==> config.mk <==
export PLATFORM = sky130hd
export DESIGN_NAME = dmem_arbiter
export DESIGN_NICKNAME = d
export VERILOG_FILES = /design/src/rtl/dmem_pkg.sv /design/src/rtl/dmem_arbiter_rd_tag_pipe.sv /design/src/rtl/dmem_arbiter.sv
export SDC_FILE = /design/constraint.sdc
export NUM_CORES = 1
export LEC_CHECK = 0
export ABC_AREA = 1
export CAP_MARGIN = 10
export CORE_MARGIN = 2
export CORE_UTILIZATION = 30
export DETAILED_ROUTE_END_ITERATION = 10
export MAX_ROUTING_LAYER = met4
export PLACE_DENSITY = 0.68
export SYNTH_ARGS = -nofsm -noshare
export SYNTH_HDL_FRONTEND = slang
export SYNTH_SLANG_ARGS = --single-unit
export TNS_END_PERCENT = 10
==> constraint.sdc <==
create_clock -name Clk -period 2.03 [get_ports Clk]
set_input_delay 0.609 -clock Clk [delete_from_list [all_inputs] [get_ports Clk]]
set_output_delay 0.609 -clock Clk [all_outputs]
set_load 0.01 [all_outputs]
==> src/rtl/dmem_pkg.sv <==
// Shared types for the data-memory arbiter slice.
// Address/data defaults match the control unit's D_Addr port.
package dmem_pkg;

  localparam int DMEM_ADDR_W = 8;
  localparam int DMEM_DATA_W = 16;

  typedef enum logic [1:0] {
    IDLE,
    CPU,
    HOST,
    HOST_LOCK
  } state_t;

  typedef enum logic {
    OWN_CPU,
    OWN_HOST
  } owner_t;

endpackage

==> src/rtl/dmem_arbiter_rd_tag_pipe.sv <==
// Read-return tag pipeline: one valid+owner slot per cycle
// of memory read latency, flushed synchronously.
module rd_tag_pipe
  import dmem_pkg::*;
#(
  parameter int RD_LAT = 1
) (
  input  logic   Clk,
  input  logic   flush,
  input  logic   push,
  input  owner_t push_own,
  output logic   pop,
  output owner_t pop_own,
  output logic   busy
);

  logic [RD_LAT-1:0] vld;
  owner_t            own [RD_LAT];

  always_ff @(posedge Clk) begin
    if (flush) begin
      vld <= '0;
    end else begin
      vld[0] <= push;
      for (int i = 1; i < RD_LAT; i++)
        vld[i] <= vld[i-1];
    end
    own[0] <= push_own;
    for (int i = 1; i < RD_LAT; i++)
      own[i] <= own[i-1];
  end

  assign pop     = vld[RD_LAT-1];
  assign pop_own = own[RD_LAT-1];
  assign busy    = |vld;

endmodule

==> src/rtl/dmem_arbiter.sv <==
// Round-robin CPU/host arbiter for the single-port data memory,
// with a bounded host burst lock and tagged read return.
module dmem_arbiter
  import dmem_pkg::*;
#(
  parameter int ADDR_W    = DMEM_ADDR_W,
  parameter int DATA_W    = DMEM_DATA_W,
  parameter int RD_LAT    = 1,
  parameter int MAX_BURST = 4
) (
  input  logic              Clk,
  input  logic              Reset,
  input  logic              cpu_req,
  input  logic              cpu_wr,
  input  logic [ADDR_W-1:0] cpu_addr,
  input  logic [DATA_W-1:0] cpu_wdata,
  output logic              cpu_gnt,
  output logic              cpu_stall,
  output logic              cpu_rvalid,
  output logic [DATA_W-1:0] cpu_rdata,
  input  logic              host_req,
  input  logic              host_wr,
  input  logic [ADDR_W-1:0] host_addr,
  input  logic [DATA_W-1:0] host_wdata,
  input  logic              host_lock,
  output logic              host_gnt,
  output logic              host_rvalid,
  output logic [DATA_W-1:0] host_rdata,
  output logic [ADDR_W-1:0] mem_addr,
  output logic [DATA_W-1:0] mem_wdata,
  output logic              mem_wr,
  input  logic [DATA_W-1:0] mem_rdata,
  output logic              busy
);

  state_t            state_q, state_d;
  owner_t            last_q, last_d;
  logic [3:0]        burst_q, burst_d;
  logic [ADDR_W-1:0] addr_q;
  logic [DATA_W-1:0] wdata_q;
  logic [DATA_W-1:0] crd_q, hrd_q;
  logic              cpu_win, host_win, lock_hold;
  logic              pop, pipe_busy;
  owner_t            pop_own;

  assign lock_hold = (state_q == HOST_LOCK) & host_req & host_lock
                   & (burst_q < 4'(MAX_BURST));

  always_comb begin
    cpu_win  = 1'b0;
    host_win = 1'b0;
    if (!Reset) begin
      if (cpu_req & host_req) begin
        host_win = lock_hold | (last_q == OWN_CPU);
        cpu_win  = ~host_win;
      end else begin
        cpu_win  = cpu_req;
        host_win = host_req;
      end
    end
  end

  always_comb begin
    state_d = IDLE;
    last_d  = last_q;
    burst_d = burst_q;
    if (cpu_win) begin
      state_d = CPU;
      last_d  = OWN_CPU;
    end else if (host_win) begin
      state_d = host_lock ? HOST_LOCK : HOST;
      last_d  = OWN_HOST;
    end
    // Only host grants that keep the CPU waiting inside a lock count.
    if (cpu_win || state_d != HOST_LOCK)
      burst_d = '0;
    else if (host_win && state_q == HOST_LOCK && cpu_req
             && burst_q < 4'(MAX_BURST))
      burst_d = burst_q + 4'd1;
  end

  always_comb begin
    mem_addr  = addr_q;
    mem_wdata = wdata_q;
    mem_wr    = 1'b0;
    unique case (1'b1)
      cpu_win: begin
        mem_addr  = cpu_addr;
        mem_wdata = cpu_wdata;
        mem_wr    = cpu_wr;
      end
      host_win: begin
        mem_addr  = host_addr;
        mem_wdata = host_wdata;
        mem_wr    = host_wr;
      end
      default: ;
    endcase
    if (Reset) begin
      mem_addr  = '0;
      mem_wdata = '0;
    end
  end

  always_ff @(posedge Clk) begin
    if (Reset) begin
      state_q <= IDLE;
      last_q  <= OWN_HOST;
      burst_q <= '0;
      addr_q  <= '0;
      wdata_q <= '0;
      crd_q   <= '0;
      hrd_q   <= '0;
    end else begin
      state_q <= state_d;
      last_q  <= last_d;
      burst_q <= burst_d;
      addr_q  <= mem_addr;
      wdata_q <= mem_wdata;
      if (cpu_rvalid)
        crd_q <= mem_rdata;
      if (host_rvalid)
        hrd_q <= mem_rdata;
    end
  end

  rd_tag_pipe #(
    .RD_LAT(RD_LAT)
  ) u_tags (
    .Clk     (Clk),
    .flush   (Reset),
    .push    ((cpu_win & ~cpu_wr) | (host_win & ~host_wr)),
    .push_own(host_win ? OWN_HOST : OWN_CPU),
    .pop     (pop),
    .pop_own (pop_own),
    .busy    (pipe_busy)
  );

  assign cpu_gnt     = cpu_win;
  assign host_gnt    = host_win;
  assign cpu_stall   = cpu_req & ~cpu_win;
  assign cpu_rvalid  = ~Reset & pop & (pop_own == OWN_CPU);
  assign host_rvalid = ~Reset & pop & (pop_own == OWN_HOST);
  assign cpu_rdata   = Reset ? '0 : (cpu_rvalid ? mem_rdata : crd_q);
  assign host_rdata  = Reset ? '0 : (host_rvalid ? mem_rdata : hrd_q);
  assign busy        = ~Reset & (pipe_busy | (state_q != IDLE));

endmodule

==> results.sh <==
export IMPL_clockPowerShare_pct=35.2
export IMPL_gp_congestion=0.798
export IMPL_drtIter0Drc=97
export IMPL_numCtsBuffers=9
export IMPL_initial_utilization_pct=30.8
export IMPL_vias_per_cell=4.63
export IMPL_violations="negative setup slack"
export IMPL_cp_max_fo=5
export IMPL_drive_above_1_share_pct=53.3
export IMPL_grt_setup_unrepaired="true"
export IMPL_grt_pass1_vias=3501
export IMPL_cts_sinks=65
export IMPL_period_share_pct=115
export IMPL_hold_class="flip-flop to flip-flop"
export IMPL_yosysWarnings=0
export IMPL_synth_area_per_cell_um2=7.85
export IMPL_worst_setup_path_end_kind="output pin"
export IMPL_synth_fp_nets=475
export IMPL_post_route_drc_count=0
export IMPL_routed_wirelength_um=10800
export IMPL_critPathKind="input port to output pin"
export IMPL_ctsHoldBuffers=0
export IMPL_fin_ws_ns=-0.306
export IMPL_fin_nets=682
export IMPL_synth_area_top_cells="dfxtp_1, nand3_2, nand2_1, inv_1, nand4_1"
export IMPL_antenna_found_initial=0
export IMPL_max_freq_mhz=428
export IMPL_cts_htree_levels=3
export IMPL_yosysSeqAreaShare_pct=41.2
export IMPL_fill_cells=890
export IMPL_synthesis_area_um2=3160
export IMPL_synth_cells=403
export IMPL_synth_cell_type_count=29
export IMPL_worst_pin_slew_ns=0.220
export IMPL_period_minus_slack_ns=2.34
export IMPL_fin_area_um2=5850
export IMPL_setup_tns_ns=-11.54
export IMPL_routedWlPerCell_um=14.3
export IMPL_io_pins=134
export IMPL_hpwl_um=6170
export IMPL_hold_violations=0
export IMPL_slew_viol_final=0
export IMPL_instances_no_fill=751
export IMPL_p_sw_mw=0.996
export IMPL_grt_max_degree=43
export IMPL_power_frac_comb_pct=26.4
export IMPL_clk_pin_slew_ns=0.07
export IMPL_p_seq_share_pct=38.4
export IMPL_p_total_mw=3.56
export IMPL_first_pass_iters=4
export IMPL_arrival_ns=1.73
export IMPL_clk_latency_ns=0.35
export IMPL_cp_required_ns=1.42
export IMPL_num_vias=3480
export IMPL_setup_viol=62
export IMPL_slew_headroom_pct=85.3
export IMPL_synth_largest_area_cell="dfxtp_1"
export IMPL_status="finished with violations"
export IMPL_p_leak_nw=2.97
export IMPL_diodes=0
export IMPL_coreArea_um2=10300
export IMPL_gr_total_overflow=0
export IMPL_dpl_cell_area_um2=4930
export IMPL_rows=37
export IMPL_dp_slack_ns=-1.03
export IMPL_die_x_um=107
export IMPL_internal_power_mw=2.56
export IMPL_power_density_nw_per_um2=608
export IMPL_cts_buffer_depth=2
export IMPL_grt_pass1_wl_um=16500
export IMPL_tritoncts="built"
export IMPL_grt_total_usage_pct=18.8
export IMPL_root_buffer="clkbuf_8"
export IMPL_fin_worst_skew_ns=0.0105
export IMPL_die_area_um2=11400
export IMPL_ir_worst_vdd_uv=424
export IMPL_drv_cap=0
export IMPL_placed_cells=689
export IMPL_cp_start_kind="input port"
export IMPL_port_buffers=133
export IMPL_antenna_left=0
export IMPL_yosys_area_top_type_share_pct=41.2
export IMPL_sw_frac_of_total_pct=28.0
export IMPL_ys_ff_latch=65
export IMPL_syn_to_final_growth_pct=85.2
export IMPL_fp_dieH_um=107
-- cells in the final DEF (no fill, tap or decap), types with 2 or more instances in the layout --
cell type | netlist | routed
a21oi_1 | 3 | 3
buf_12 | 2 | 11
buf_16 | 0 | 8
buf_2 | 11 | 48
buf_4 | 11 | 50
buf_6 | 0 | 37
buf_8 | 0 | 3
bufinv_16 | 0 | 2
clkbuf_8 | 0 | 9
clkdlybuf4s50_1 | 0 | 66
clkinv_4 | 0 | 2
dfxtp_1 | 65 | 60
dfxtp_2 | 0 | 5
inv_1 | 57 | 40
inv_2 | 2 | 18
inv_6 | 0 | 3
nand2_1 | 101 | 76
nand2_2 | 21 | 43
nand2_4 | 1 | 3
nand2_8 | 1 | 2
nand3_1 | 10 | 4
nand3_2 | 42 | 43
nand3_4 | 0 | 5
nand4_1 | 25 | 25
nor2_1 | 5 | 5
o21ai_1 | 12 | 2
o21ai_2 | 0 | 29
o21ai_4 | 1 | 2
-- layer usage --
metal	wire length, um	global-route usage [%]	vias up
met5	0	-	-
met4	163	6.96	0
met3	603	3.59	14
met2	5430	31.8	120
met1	4560	22.3	1645
li1	-	-	1701
-- worst max-delay path, cell delays in order --
cell,delay [ns]
buf_8,0.10
inv_6,0.05
buf_12,0.12
o21ai_4,0.06
buf_12,0.14
buf_8,0.12
buf_4,0.14
nand2_2,0.07
nand3_2,0.09
nand2_2,0.08
inv_2,0.04
buf_6,0.11
-- Yosys cell counts --
master / n
buf_4: 11
inv_2: 2
ha_1: 1
buf_1: 2
nand2_1: 101
nor3_2: 1
clkinv_2: 1
inv_1: 57
dfxtp_1: 65
nor2_1: 5
o22ai_1: 1
and3_1: 1
buf_2: 11
nand2_8: 1
nor2_2: 1
nand4_1: 25
nand2_2: 21
clkbuf_1: 2
nand2_4: 1
a21oi_1: 3
nand3_2: 42
nor3_1: 1
o211ai_1: 1
o21ai_0: 20
buf_12: 2
xor2_1: 1
nand3_1: 10
o21ai_4: 1
o21ai_1: 12
-- final cells by class --
type                            instances  area [um^2]  area share (%)
Clock buffer                            9          124            2.12
Clock inverter                          7          103            1.75
Inverter                               60          231            3.95
Multi-Input combinational cell        250         1730            29.6
Sequential cell                        65         1310            22.3
Tap cell                              136          170            2.91
Timing Repair Buffer                  224         2190            37.4
-- registers in the layout, summed over array words and instances, names as in the netlist --
signal / cells
wdata_q: 16
hrd_q: 16
crd_q: 16
addr_q: 8
u_tags.busy: 1
burst_q: 4
state_q: 2
last_q: 1
u_tags.own: 1
-- path summary, 6_finish.rpt --
path         startpoint     endpoint  slack [ns]  cells past startpoint
max               Reset  mem_addr[7]       -0.31                     12
min          burst_q[3]   burst_q[3]        0.45                      2
max reg2reg  state_q[0]   wdata_q[1]       -0.02                     19
min reg2reg  burst_q[3]   burst_q[3]        0.45                      2
-- through the flow --
stage / hold WS (ns) / utilization [%]
2_1_floorplan: 0.420 / -
3_3_place_gp: 0.428 / 48.0
3_5_place_dp: 0.430 / 48.0
4_1_cts: 0.466 / 54.1
5_1_grt: 0.470 / 57.0
6_report: 0.450 / 57.0
-- power groups by stage --
stage / Clock (mW) / Combinational, mW / Sequential (mW)
2_1_floorplan: 0 / 0.338 / 1.38
3_3_place_gp: 0 / 0.740 / 1.39
3_5_place_dp: 0 / 0.749 / 1.39
4_1_cts: 1.28 / 0.863 / 1.36
5_1_grt: 1.34 / 1.00 / 1.37
6_report: 1.25 / 0.939 / 1.36
-- cells by family after synthesis --
group,Yosys count,share of synthesized area [%]
AO/OA/AOI/OAI,38,6.49
XOR/XNOR,1,0.277
adder cells (fa/ha/maj),1,0.396
buffers and inverters,88,13.3
flip-flops,65,41.2
AND/OR/NAND/NOR,210,38.4
-- timing repair --
action	in CTS	in global routing
gates cloned	9	0
setup buffers	30	12
resized for setup	355	85
endpoints found under the hold margin	0	0
endpoints found under the setup margin	63	62
pin swaps	11	25
Power figures use the tool's default switching activity.
